--- src/rtl/bk_multiword_add_seq.sv ---
// Sequential multi-precision add/subtract built on one 32-bit Brent-Kung adder.
// Operand words arrive LS word first; the carry is chained across accepts and
// each sum word is delivered through a single registered valid/ready stage.

// 32-bit combinational Brent-Kung adder (no carry-out port).
module brent_kung_adder (
    input  logic [31:0] in1,
    input  logic [31:0] in2,
    input  logic        cin,
    output logic [31:0] out
);

    // Prefix tree over bits 30:0; bit 31 only needs the carry into it.
    always_comb begin : prefix
        logic [30:0] gg;
        logic [30:0] pp;
        logic [31:0] carry;
        gg = in1[30:0] & in2[30:0];
        pp = in1[30:0] ^ in2[30:0];
        for (int d = 0; d < 4; d++) begin
            for (int i = 0; i < 31; i++) begin
                if (((i + 1) % (2 << d)) == 0) begin
                    gg[5'(i)] = gg[5'(i)] | (pp[5'(i)] & gg[5'(i - (1 << d))]);
                    pp[5'(i)] = pp[5'(i)] & pp[5'(i - (1 << d))];
                end
            end
        end
        for (int d = 3; d >= 0; d--) begin
            for (int i = 0; i < 31; i++) begin
                if ((((i + 1) % (2 << d)) == (1 << d)) && (i >= (2 << d))) begin
                    gg[5'(i)] = gg[5'(i)] | (pp[5'(i)] & gg[5'(i - (1 << d))]);
                    pp[5'(i)] = pp[5'(i)] & pp[5'(i - (1 << d))];
                end
            end
        end
        carry = {gg | (pp & {31{cin}}), cin};
        out   = (in1 ^ in2) ^ carry;
    end

endmodule

module bk_multiword_add_seq #(
    parameter int unsigned MAX_WORDS = 16,
    parameter int unsigned IDX_W     = 8
) (
    input  logic             clk,
    input  logic             rst_n,
    input  logic             in_valid,
    output logic             in_ready,
    input  logic [31:0]      in_a,
    input  logic [31:0]      in_b,
    input  logic             in_last,
    input  logic             in_cin,
    input  logic             in_sub,
    output logic             out_valid,
    input  logic             out_ready,
    output logic [31:0]      out_sum,
    output logic             out_cout,
    output logic             out_last,
    output logic [IDX_W-1:0] out_idx,
    output logic             out_err
);

    localparam int unsigned W = 32;
    localparam logic [IDX_W-1:0] LAST_IDX = IDX_W'(MAX_WORDS - 1);

    typedef enum logic {FIRST = 1'b0, MID = 1'b1} state_t;

    state_t           state_q, state_d;
    logic             carry_q, carry_d;
    logic             sub_q, sub_d;
    logic [IDX_W-1:0] idx_q, idx_d;

    logic             out_valid_d, out_cout_d, out_last_d, out_err_d;
    logic [W-1:0]     out_sum_d;
    logic [IDX_W-1:0] out_idx_d;

    logic             accept, mode, c0, cw, at_limit, terminal;
    logic [W-1:0]     add_in2, add_out;

    // Single output register: a new word may enter whenever the slot frees.
    assign in_ready = !out_valid || out_ready;
    assign accept   = in_valid && in_ready;

    // First word samples mode/carry-in from the port; later words use the chain.
    assign mode    = (state_q == FIRST) ? in_sub : sub_q;
    assign c0      = (state_q == FIRST) ? (in_sub | in_cin) : carry_q;
    assign add_in2 = in_b ^ {W{mode}};

    brent_kung_adder u_adder (
        .in1 (in_a),
        .in2 (add_in2),
        .cin (c0),
        .out (add_out)
    );

    // Carry out of the word, rebuilt from the MSB of operands and sum.
    assign cw = (in_a[W-1] & add_in2[W-1]) | ((in_a[W-1] ^ add_in2[W-1]) & ~add_out[W-1]);

    assign at_limit = (idx_q == LAST_IDX);
    assign terminal = in_last || at_limit;

    // Next-state and next-output selection.
    always_comb begin
        state_d     = state_q;
        carry_d     = carry_q;
        sub_d       = sub_q;
        idx_d       = idx_q;
        out_valid_d = out_valid && !out_ready;
        out_sum_d   = out_sum;
        out_cout_d  = out_cout;
        out_last_d  = out_last;
        out_idx_d   = out_idx;
        out_err_d   = out_err;
        if (accept) begin
            out_valid_d = 1'b1;
            out_sum_d   = add_out;
            out_cout_d  = cw;
            out_last_d  = terminal;
            out_idx_d   = idx_q;
            out_err_d   = at_limit && !in_last;
            carry_d     = cw;
            sub_d       = mode;
            if (terminal) begin
                state_d = FIRST;
                idx_d   = '0;
            end else begin
                state_d = MID;
                idx_d   = idx_q + IDX_W'(1);
            end
        end
    end

    // State and output registers.
    always_ff @(posedge clk or negedge rst_n) begin
        if (!rst_n) begin
            state_q   <= FIRST;
            carry_q   <= 1'b0;
            sub_q     <= 1'b0;
            idx_q     <= '0;
            out_valid <= 1'b0;
            out_sum   <= '0;
            out_cout  <= 1'b0;
            out_last  <= 1'b0;
            out_idx   <= '0;
            out_err   <= 1'b0;
        end else begin
            state_q   <= state_d;
            carry_q   <= carry_d;
            sub_q     <= sub_d;
            idx_q     <= idx_d;
            out_valid <= out_valid_d;
            out_sum   <= out_sum_d;
            out_cout  <= out_cout_d;
            out_last  <= out_last_d;
            out_idx   <= out_idx_d;
            out_err   <= out_err_d;
        end
    end

endmodule

--- config.mk ---
export PLATFORM = sky130hd
export DESIGN_NAME = bk_multiword_add_seq
export DESIGN_NICKNAME = d
export VERILOG_FILES = /design/src/rtl/bk_multiword_add_seq.sv
export SDC_FILE = /design/constraint.sdc
export NUM_CORES = 1
export LEC_CHECK = 0
export ABC_AREA = 1
export BUFFER_PORTS_ARGS = -buffer_cell sky130_fd_sc_hd__buf_2
export CELL_PAD_IN_SITES_DETAIL_PLACEMENT = 0
export CELL_PAD_IN_SITES_GLOBAL_PLACEMENT = 1
export CORE_ASPECT_RATIO = 1.2
export CORE_MARGIN = 2
export CORE_UTILIZATION = 38
export DETAILED_ROUTE_END_ITERATION = 10
export GPL_TIMING_DRIVEN = 1
export PLACE_DENSITY_LB_ADDON = 0.1
export SYNTH_ARGS = -nofsm -noshare
export SYNTH_HDL_FRONTEND = slang
export SYNTH_SLANG_ARGS = --single-unit
--- constraint.sdc ---
create_clock -name clk -period 3 [get_ports clk]
set_input_delay 0.3 -clock clk [delete_from_list [all_inputs] [get_ports clk]]
set_output_delay 0.3 -clock clk [all_outputs]
set_load 0.01 [all_outputs]
==> metrics.txt, run 1 <==
reported leakage power roughly 2.4 nW; Mapped Avg Cell Area about 8.4 µm²; Detail Placement HPWL between 6000 and 7000 µm; grt total ovfl 0; ys async rst share 100%; area of the die about 11000 µm²; final hold violations 0; residual antenna-violating net count after detailed routing 0; number of clock sinks 54; setup repair after global routing missed its margin false; Final Routed Wirelength between 8000 and 9000 µm; maximum net fanout on the critical path 11; Peak Freq between 0.3 and 0.4 GHz; final worst clock skew between 0.005 and 0.006 ns; EDFF count, synth 0; via count of the first global-routing pass between 3000 and 4000; fraction of the cycle the final worst path needs 83.7%; worst hold path type in2async; WL per Instance 12.8 µm; first-pass GRT wire length roughly 14000 µm; DIE WIDTH 94.0 µm; biggest area consumer among synthesized cells dfrtp_1; non-filler instance count after layout about 680; setup bufs post-CTS 0; Power per Cell Area 668 nW/µm²; type of the worst setup path reg2reg; number of antenna violations at the first check in global routing 0; total routing resource utilization after global routing between 10% and 20%; Top-Level Pins roughly 120; # fillers about 1000; total CTS buffers 5; final setup violation count 0; status finished clean; Worst EP required ~3.2 ns; worst-case headroom to the max-slew limit 36.4%; clock tree root buffer cell clkbuf_16; VDD IR-drop max 302 µV; net count after synthesis ~540; top cells by count, synth nand2_1 (95), dfrtp_1 (54), xor2_1 (51), inv_1 (42), o21ai_0 (36); standard cell area after detailed placement roughly 4400 µm²; detailed router's first-iteration violation count between 100 and 150; nets@finish approximately 660; Syn Std Cell Area 3690 µm²; post-synthesis instance total between 400 and 500; final estimated routing congestion in global placement around 0.78; maximum count of clock buffers along a single path 2; clock latency of the later-clocked register in the worst-skew pair ~0.30 ns; number of iterations in the first detailed-routing pass 4; top post-synthesis cells by area dfrtp_1 (37%), xor2_1 (12%), ha_1 (11%); Buffers on Ports roughly 120; Post-Place Cells approximately 670; number of synthesis warnings 0; register area share after synthesis 36.6%; portion of synthesized cell area occupied by the leading cell type 36.6%; post_cts resized 0; Antenna Cells 0; number of synthesized register bits 54; Reg clk slew, reported paths ~0.070 ns; setup total negative slack 0 ns; level count of the clock H-tree 2; Post-synth top flop dfrtp_1; CTS tree yes; floorplan die height 112 µm; residual DRC count 0; max_cap viols 0; routed vias approximately 3200; Starting Density between 30% and 40%; standard-cell rows 39; slew of the pin with the lowest slew margin roughly 0.95 ns; Worst Setup End Kind flip-flop; power consumption 0.00304 W; Placeable Area ~9500 µm²; design area roughly 4500 µm²; Worst setup SP type flip-flop; fraction of layout instances using a drive strength above 1 a little over a quarter; signed area change from the synthesized netlist to the final layout 23.2%; Crit path arrival time 2.70 ns; final period demand of the worst path 2.51 ns; count of different cell masters after synthesis 38; most frequent cell after synthesis nand2_1; maximum number of pins on one net before global-route repair 43; CTS Hold Bufs 0; pins over their slew limit 0; ratio of routed vias to standard cells roughly 4.7
## stage by stage
stage	hold WS (ns)	worst slack (ns)	utilization [%]
floorplan	0.00441	0.595	-
global placement	0.459	0.534	46.4
detailed placement	0.460	0.463	46.4
CTS	0.190	0.452	48.0
global route	0.223	0.198	48.0
finish	0.146	0.488	48.0
## area by class of cell
| type | count | area, µm² | area share (%) |
|---|---|---|---|
| Inverter | 47 | 176 | 3.88 |
| Clock buffer | 6 | 139 | 3.06 |
| Tap cell | 123 | 154 | 3.39 |
| Timing Repair Buffer | 120 | 613 | 13.5 |
| Multi-Input combinational cell | 324 | 2100 | 46.1 |
| Sequential cell | 54 | 1350 | 29.7 |
| Clock inverter | 2 | 16.3 | 0.358 |
## sequential cells by signal (all words and copies together) (netlist names)
name / cells
out_idx: 8
state_q: 1
out_valid: 1
sub_q: 1
idx_q: 8
out_sum: 32
out_err: 1
carry_q: 1
out_last: 1
## cells by family after synthesis
logic type / count (synthesis) / synth area share (%)
and+or+nand+nor: 157 / 18.8
adders and majority gates: 34 / 11.9
buffers and inverters: 61 / 6.68
xor gates and xnor gates: 54 / 12.8
AOI/OAI and AO/OA: 79 / 13.1
DFF: 54 / 36.6
## final timing paths
path | startpoint | to | slack (ns) | depth (start not counted)
max in group asynchronous | rst_n | out_sum[18] | 2.09 | 2
setup reg to reg | state_q | out_sum[10] | 0.49 | 14
setup / recovery | state_q | out_sum[10] | 0.49 | 14
hold reg to reg | out_sum[15] | out_sum[15] | 0.48 | 2
min in group clk | in_valid | out_valid | 0.21 | 3
hold / removal | rst_n | out_idx[5] | 0.15 | 1
## cells in the final DEF (no fill, tap or decap), types with 2 or more instances in the layout
cell / count
a21oi_1: 13
a31oi_1: 2
buf_2: 115
buf_4: 5
clkbuf_16: 5
dfrtp_1: 54
fa_1: 2
ha_1: 32
inv_1: 42
inv_2: 4
nand2_1: 94
nand2_2: 10
nand3_1: 19
nand4_1: 2
nor2_1: 17
nor2_4: 2
nor3_1: 3
o21ai_0: 36
o21ai_1: 2
o21bai_1: 17
o22ai_1: 4
o31ai_1: 2
or2_2: 2
xnor2_1: 3
xor2_1: 51
## power by group
group / internal (W) / switching, W / total (W)
registers: 0.000938 / 0.000119 / 0.00106
clock network: 0.000336 / 0.000284 / 0.000620
logic: 0.000570 / 0.000789 / 0.00136
total: 0.00184 / 0.00119 / 0.00304
## critical path, stage by stage (launching register included)
cell and delay (ns):
dfrtp_1 0.39, inv_2 0.10, nand2_1 0.08, nand2_2 0.28, xor2_1 0.19, ha_1 0.29
a21oi_1 0.23, nand2_2 0.11, nand2_2 0.07, nand2_2 0.08, a21oi_1 0.14, nand2_1 0.08
or2_0 0.21, nand3_1 0.07, nand2_1 0.06
## layer usage
layer	part of all wire, %	vias to the layer above	GRT usage [%]
li1	-	1645	-
met1	43	1450	21.1
met2	50	73	31.0
met3	4.5	8	3.11
met4	1.7	0	5.60
met5	0	-	0
(Power assumes the default switching activity.)
==> inputs of run 2 (changes only) <==
--- a/config.mk
+++ b/config.mk
@@ -11,7 +11,7 @@
 export CELL_PAD_IN_SITES_GLOBAL_PLACEMENT = 1
 export CORE_ASPECT_RATIO = 1.2
 export CORE_MARGIN = 2
-export CORE_UTILIZATION = 38
+export CORE_UTILIZATION = 34
 export DETAILED_ROUTE_END_ITERATION = 10
 export GPL_TIMING_DRIVEN = 1
 export PLACE_DENSITY_LB_ADDON = 0.1
==> constraint.sdc (replaced) <==
create_clock -name clk -period 2.1 [get_ports clk]
set_input_delay 0.21 -clock clk [delete_from_list [all_inputs] [get_ports clk]]
set_output_delay 0.21 -clock clk [all_outputs]
set_load 0.01 [all_outputs]
==> run 2 against run 1 <==
  * The run now ends with negative setup slack left
  * Design area is 13% higher
  * Final cell count is 8.1% higher
  * Count of clock-buffer cells in the layout is 1 lower
  * Worst hold slack worse by 0.028 ns
  * Non-clock buffer count is 49 higher
  * Critical path type unchanged
==> metrics.txt, run 2 (synthesis gave the netlist of run 1 again) <==
status finished, violations left (was finished clean); violations in the final reports negative setup slack; routed vias 3361 (was 3176); DP Worst Slack -0.261 ns (was 0.463 ns); worst hold margin 0.118 ns (was 0.146 ns); worst flop-to-flop path startpoint state_q (unchanged); most frequent standard cell in the layout excluding fill and tap cells buf_2 (unchanged); Power per Cell Area 961 nW/µm² (was 668 nW/µm²); Worst setup SP type flip-flop (unchanged); VDD IR-drop max 394 µV (was 302 µV); grt total ovfl 0 (unchanged); maximum net fanout on the critical path 5 (was 11); Largest Register out_sum (unchanged); maximum count of clock buffers along a single path 2 (unchanged); Antenna Cells 0 (unchanged); fraction of the cycle the final worst path needs 107% (was 83.7%); nets@finish 707 (was 657); pins over their slew limit 0 (unchanged); Worst Setup End Kind flip-flop (unchanged); max_cap viols 0 (unchanged); r2r setup slk -0.15 ns (was 0.49 ns); fraction of layout instances using a drive strength above 1 38.0% (was 27.5%); final period demand of the worst path 2.25 ns (was 2.51 ns); type of the worst setup path reg2reg (unchanged); number of flip-flops in the largest register 32 (unchanged); worst-case headroom to the max-slew limit 55.8% (was 36.4%); Min-Delay Endpoint out_valid; standard-cell rows 41 (was 39); final hold violations 0 (unchanged); Detail Placement HPWL 7060 µm (was 6760 µm); ratio of routed vias to standard cells 4.60 (was 4.70); WL per Instance 12.7 µm (was 12.8 µm); highest-count cells in the layout ignoring fill and taps buf_2 (115), nand2_1 (87), dfrtp_1 (54), xor2_1 (50), buf_4 (47) (was buf_2 (115), nand2_1 (94), dfrtp_1 (54), xor2_1 (51), inv_1 (42)); critical register-to-register path endpoint out_sum[15] (was out_sum[10]); signed area change from the synthesized netlist to the final layout 39.6% (was 23.2%); number of clock sinks 54 (unchanged); final worst clock skew 0.00402 ns (was 0.00593 ns); area of the die 11700 µm² (was 10500 µm²); final worst slack -0.148 ns (was 0.488 ns); final estimated routing congestion in global placement 0.851 (was 0.779); detailed router's first-iteration violation count 59 (was 111); WHS Path Cells 3; Final Routed Wirelength 9290 µm (was 8660 µm); Worst Reg2Reg Path Length in Cells 18 (was 14); Buffers on Ports 115 (unchanged); residual antenna-violating net count after detailed routing 0 (unchanged); Peak Freq 0.445 GHz (was 0.398 GHz); slew of the pin with the lowest slew margin 0.663 ns (was 0.954 ns); setup repair after global routing missed its margin true (was false); worst hold path type in2reg (was in2async); floorplan die height 118 µm (was 112 µm); level count of the clock H-tree 2 (unchanged); CTS tree yes (unchanged); number of antenna violations at the first check in global routing 1 (was 0); total routing resource utilization after global routing 16.5% (was 17.4%); maximum number of pins on one net before global-route repair 39 (was 43); Crit path arrival time 2.49 ns (was 2.70 ns); biggest regs out_sum x32, idx_q x8, out_idx x8 (unchanged); Starting Density 34.9% (was 39.0%); residual DRC count 0 (unchanged); DIE WIDTH 99.1 µm (was 94.0 µm); reported leakage power 2.76 nW (was 2.43 nW); clock latency of the later-clocked register in the worst-skew pair 0.30 ns (about the same); clock tree root buffer cell clkbuf_16 (unchanged); via count of the first global-routing pass 3436 (was 3121); number of iterations in the first detailed-routing pass 4 (unchanged); first-pass GRT wire length 15700 µm (was 14500 µm); Placeable Area 10600 µm² (was 9470 µm²); Reg clk slew, reported paths 0.07 ns (about the same); Top-Level Pins 116 (unchanged); beginning of the worst hold path in_valid; total CTS buffers 5 (unchanged); final setup violation count 13 (was 0); Worst EP required 2.34 ns (was 3.19 ns)
run 2: area by class of cell:
class	count	area [µm²]
Inverter	47	178
Sequential cell	54	1350
Fill cell	1054	5420
Clock inverter	2	38.8
Timing Repair Buffer	169	1030
Multi-Input combinational cell	325	2270
Tap cell	129	161
Clock buffer	5	125
run 2: per-layer routing:
layer | up-vias | share of wire [%] | GRT usage, %
li1 | 1746 | - | -
met1 | 1517 | 43 | 20.3
met2 | 81 | 49 | 27.6
met3 | 15 | 6.0 | 4.38
met4 | 2 | 2.0 | 5.74
met5 | - | 0.14 | 0
run 2: power breakdown:
group,internal (W),switching [W]
clock network,0.000559,0.000400
logic,0.00118,0.00130
registers,0.00134,0.000170
run 2: stage by stage:
step                power [W]  util [%]  cell area (µm²)  instances  TNS [ns]
detailed placement    0.00379      44.8             4730        713     -4.20
floorplan             0.00288         -             3740        439    -0.590
global placement      0.00377      44.8             4730        713     -2.51
CTS                   0.00497      48.3             5100        731     -1.62
global route          0.00537      48.7             5150        731     -5.07
finish                0.00495      48.7             5150        731     -1.29
run 2: worst max path at each step:
stage,slack [ns],from,endpoint,cells after the start
after detailed placement,-0.26,state_q,out_sum[9],14
after global placement,-0.19,state_q,out_sum[15],15
after CTS,-0.15,state_q,out_sum[15],19
final,-0.15,state_q,out_sum[15],18
after floorplan,-0.12,state_q,out_sum[10],17
after global routing,-0.35,state_q,out_sum[10],14
run 2: timing repair:
| action | 4_1_cts | 5_1_grt |
|---|---|---|
| pin swaps | 15 | 18 |
| setup endpoints to repair | 29 | 31 |
| gates cloned | 1 | 0 |
| gates resized for setup | 31 | 16 |
| hold buffers | 1 | 0 |
| buffers inserted | 10 | 1 |
| hold endpoints to repair | 25 | 0 |
run 2: worst max-delay path, stage by stage, from the launching register on:
cell     delay [ns]
dfrtp_1        0.41
inv_2          0.07
nand2_4        0.12
nand2_8        0.08
xor2_1         0.15
ha_1           0.33
nand2_2        0.14
inv_2          0.04
nand2_2        0.08
nand2_4        0.07
nand2_4        0.07
nand2_4        0.06
nand2_2        0.08
nand3_4        0.09
nand2_4        0.07
nand2_2        0.05
a21oi_1        0.15
nand2_1        0.07
nand2_1        0.06
==> inputs of run 3 (changes only) <==
--- a/config.mk
+++ b/config.mk
@@ -15,6 +15,7 @@
 export DETAILED_ROUTE_END_ITERATION = 10
 export GPL_TIMING_DRIVEN = 1
 export PLACE_DENSITY_LB_ADDON = 0.1
+export SETUP_SLACK_MARGIN = 0.05
 export SYNTH_ARGS = -nofsm -noshare
 export SYNTH_HDL_FRONTEND = slang
 export SYNTH_SLANG_ARGS = --single-unit
==> run 3 against run 2 <==
  * The flow still finishes with violations (negative setup slack)
  * Worst hold slack got worse by 0.077 ns
  * Routed wire length grew 1.7%
  * Critical path depth rose by 1
  * Clock power is 5% higher
  * Non-clock buffer count up 3
  * First-iteration DRC count increased by 15%
  * Combinational power rose by 5%
  * Critical path type unchanged
  * Largest power group unchanged
==> metrics.txt, run 3 (synthesis gave the netlist of run 1 again) <==
WL per Instance 12.8 µm (was 12.7 µm); critical register-to-register path endpoint out_sum[15] (unchanged); Crit path arrival time 2.43 ns (was 2.49 ns); signed area change from the synthesized netlist to the final layout 42.5% (was 39.6%); Top-Level Pins 116 (unchanged); DP Worst Slack -0.225 ns (was -0.261 ns); reported leakage power 2.79 nW (was 2.76 nW); nets@finish 710 (was 707); share of the core filled with cells in the final layout 49.8% (was 48.7%); level count of the clock H-tree 2 (unchanged); ratio of routed vias to standard cells 4.60 (about the same); non-filler instance count after layout 735 (was 731); residual DRC count 0 (unchanged); clock latency of the later-clocked register in the worst-skew pair 0.30 ns (about the same); maximum number of pins on one net before global-route repair 55 (was 39); Worst Setup End Kind flip-flop (unchanged); clock tree root buffer cell clkbuf_16 (unchanged); violations in the final reports negative setup slack (unchanged); highest-count cells in the layout ignoring fill and taps buf_2 (115), nand2_1 (86), dfrtp_1 (54), buf_4 (50), xor2_1 (48) (was buf_2 (115), nand2_1 (87), dfrtp_1 (54), xor2_1 (50), buf_4 (47)); Post-Place Cells 711 (was 713); final period demand of the worst path 2.24 ns (was 2.25 ns); global routing met3 resource utilization 4.49% (was 4.38%); fraction of the cycle the final worst path needs 107% (about the same); area of the die 11700 µm² (unchanged); Detail Placement HPWL 7030 µm (was 7060 µm); final worst slack -0.137 ns (was -0.148 ns); first-pass GRT wire length 15600 µm (was 15700 µm); final worst clock skew 0.00602 ns (was 0.00402 ns); Buffers on Ports 115 (unchanged); grt total ovfl 0 (unchanged); routed vias 3380 (was 3361); setup total negative slack -1.53 ns (was -1.29 ns); maximum net fanout on the critical path 5 (unchanged); number of clock sinks 54 (unchanged); maximum count of clock buffers along a single path 2 (unchanged); number of flip-flops in the largest register 32 (unchanged); Largest Register out_sum (unchanged); met1 Track Usage GR 19.7% (was 20.3%); status finished, violations left (unchanged); # fillers 1067 (was 1054); slew of the pin with the lowest slew margin 0.713 ns (was 0.663 ns); total routing resource utilization after global routing 16.4% (was 16.5%); top cell family by delay on the critical path simple AND/OR/NAND/NOR gates (unchanged); total CTS buffers 5 (unchanged); slowest cell on the critical path dfrtp_1 (unchanged); Reg clk slew, reported paths 0.07 ns (about the same); Placeable Area 10600 µm² (unchanged); pins over their slew limit 0 (unchanged); Starting Density 34.9% (unchanged); CTS tree yes (unchanged); most frequent standard cell in the layout excluding fill and tap cells buf_2 (unchanged); Peak Freq 0.447 GHz (was 0.445 GHz); highest-utilization routing layer at the global route stage met2 (unchanged); Worst Setup SP state_q (unchanged); number of antenna violations at the first check in global routing 1 (unchanged); detailed router's first-iteration violation count 68 (was 59); Worst EP required 2.29 ns (was 2.34 ns); standard-cell rows 41 (unchanged); Final Routed Wirelength 9440 µm (was 9290 µm); buffering stage count on the worst path with inverters included 2 (unchanged); final estimated routing congestion in global placement 0.831 (was 0.851); final hold violations 0 (unchanged); Worst setup SP type flip-flop (unchanged); number of iterations in the first detailed-routing pass 4 (unchanged); type of the worst setup path reg2reg (unchanged); Largest stage delay, worst path 0.41 ns (about the same); cells along the critical path inv_2 -> nand2_4 -> nand2_8 -> xor2_1 -> ha_1 -> nand2_2 -> inv_2 -> nand2_4 -> nand2_4 -> nand2_4 -> nand2_4 -> nand2_4 -> nand3_4 -> nand2_4 -> nand2_2 -> nand2_2 -> nand2_1 -> nand2_1 -> nand2_1 (was inv_2 -> nand2_4 -> nand2_8 -> xor2_1 -> ha_1 -> nand2_2 -> inv_2 -> nand2_2 -> nand2_4 -> nand2_4 -> nand2_4 -> nand2_2 -> nand3_4 -> nand2_4 -> nand2_2 -> a21oi_1 -> nand2_1 -> nand2_1); Worst Reg2Reg Path Length in Cells 19 (was 18); max_cap viols 0 (unchanged); power consumption 0.00513 W (was 0.00495 W); DIE WIDTH 99.1 µm (unchanged); residual antenna-violating net count after detailed routing 0 (unchanged); VDD IR-drop max 375 µV (was 394 µV); Power per Cell Area 974 nW/µm² (was 961 nW/µm²); floorplan die height 118 µm (unchanged); final setup violation count 17 (was 13); worst flop-to-flop path startpoint state_q (unchanged); worst-case headroom to the max-slew limit 52.5% (was 55.8%); biggest regs out_sum x32, idx_q x8, out_idx x8 (unchanged); worst hold path type in2async (was in2reg); CTS Hold Bufs 0 (was 1); setup repair after global routing missed its margin true (unchanged); fraction of layout instances using a drive strength above 1 42.9% (was 38.0%); via count of the first global-routing pass 3284 (was 3436); r2r setup slk -0.14 ns (was -0.15 ns); Antenna Cells 0 (unchanged); library cell appearing most often on the critical path nand2_4 (unchanged); met2 track utilization from global routing 28.7% (was 27.6%)
## run 3: per-stage QoR
step	hold slack [ns]	area (µm²)
final	0.0404	5260
after global routing	0.116	5260
after CTS	0.0807	5130
after detailed placement	0.405	4720
after global placement	0.405	4720
after floorplan	-0.0856	3740
## run 3: worst max path at each step
stage | endpoint | cells past startpoint
CTS | out_sum[15] | 19
detailed placement | out_sum[15] | 18
global placement | out_sum[15] | 18
finish | out_sum[15] | 19
global route | out_sum[15] | 17
floorplan | out_sum[10] | 17
## run 3: timing repair
action / 4_1_cts / 5_1_grt
setup endpoints to repair: 31 / 32
cloned: 2 / 0
pin swaps: 50 / 24
gates resized for setup: 64 / 23
setup buffers: 9 / 5
## run 3: layout make-up
| type | count | area, µm² | share of cell area [%] |
|---|---|---|---|
| inverter | 47 | 178 | 3.38 |
| clock buffer | 6 | 139 | 2.64 |
| clock inverter | 2 | 38.8 | 0.737 |
| timing repair buffer | 172 | 1070 | 20.3 |
| multi-input combinational | 325 | 2330 | 44.2 |
| tap | 129 | 161 | 3.07 |
| sequential | 54 | 1350 | 25.7 |
## run 3: metal layers
| metal | vias up | part of all wire [%] |
|---|---|---|
| li1 | 1760 | - |
| met1 | 1532 | 42 |
| met2 | 79 | 51 |
| met3 | 7 | 5.7 |
| met4 | 2 | 1.0 |
| met5 | - | 0.14 |
## run 3: worst register-to-register path, stage by stage (launching register included)
cell and delay (ns):
dfrtp_1 0.41, inv_2 0.07, nand2_4 0.12, nand2_8 0.09
xor2_1 0.17, ha_1 0.32, nand2_2 0.13, inv_2 0.06
nand2_4 0.06, nand2_4 0.06, nand2_4 0.07, nand2_4 0.07
nand2_4 0.07, nand3_4 0.09, nand2_4 0.08, nand2_2 0.05
nand2_2 0.06, nand2_1 0.05, nand2_1 0.06, nand2_1 0.04
## run 3: report_power, final
| part | switching, W | internal (W) | leakage (nW) |
|---|---|---|---|
| logic | 0.00136 | 0.00124 | 2.02 |
| registers | 0.000171 | 0.00134 | 0.680 |
| clock network | 0.000412 | 0.000601 | 0.0875 |
| total | 0.00194 | 0.00318 | 2.79 |
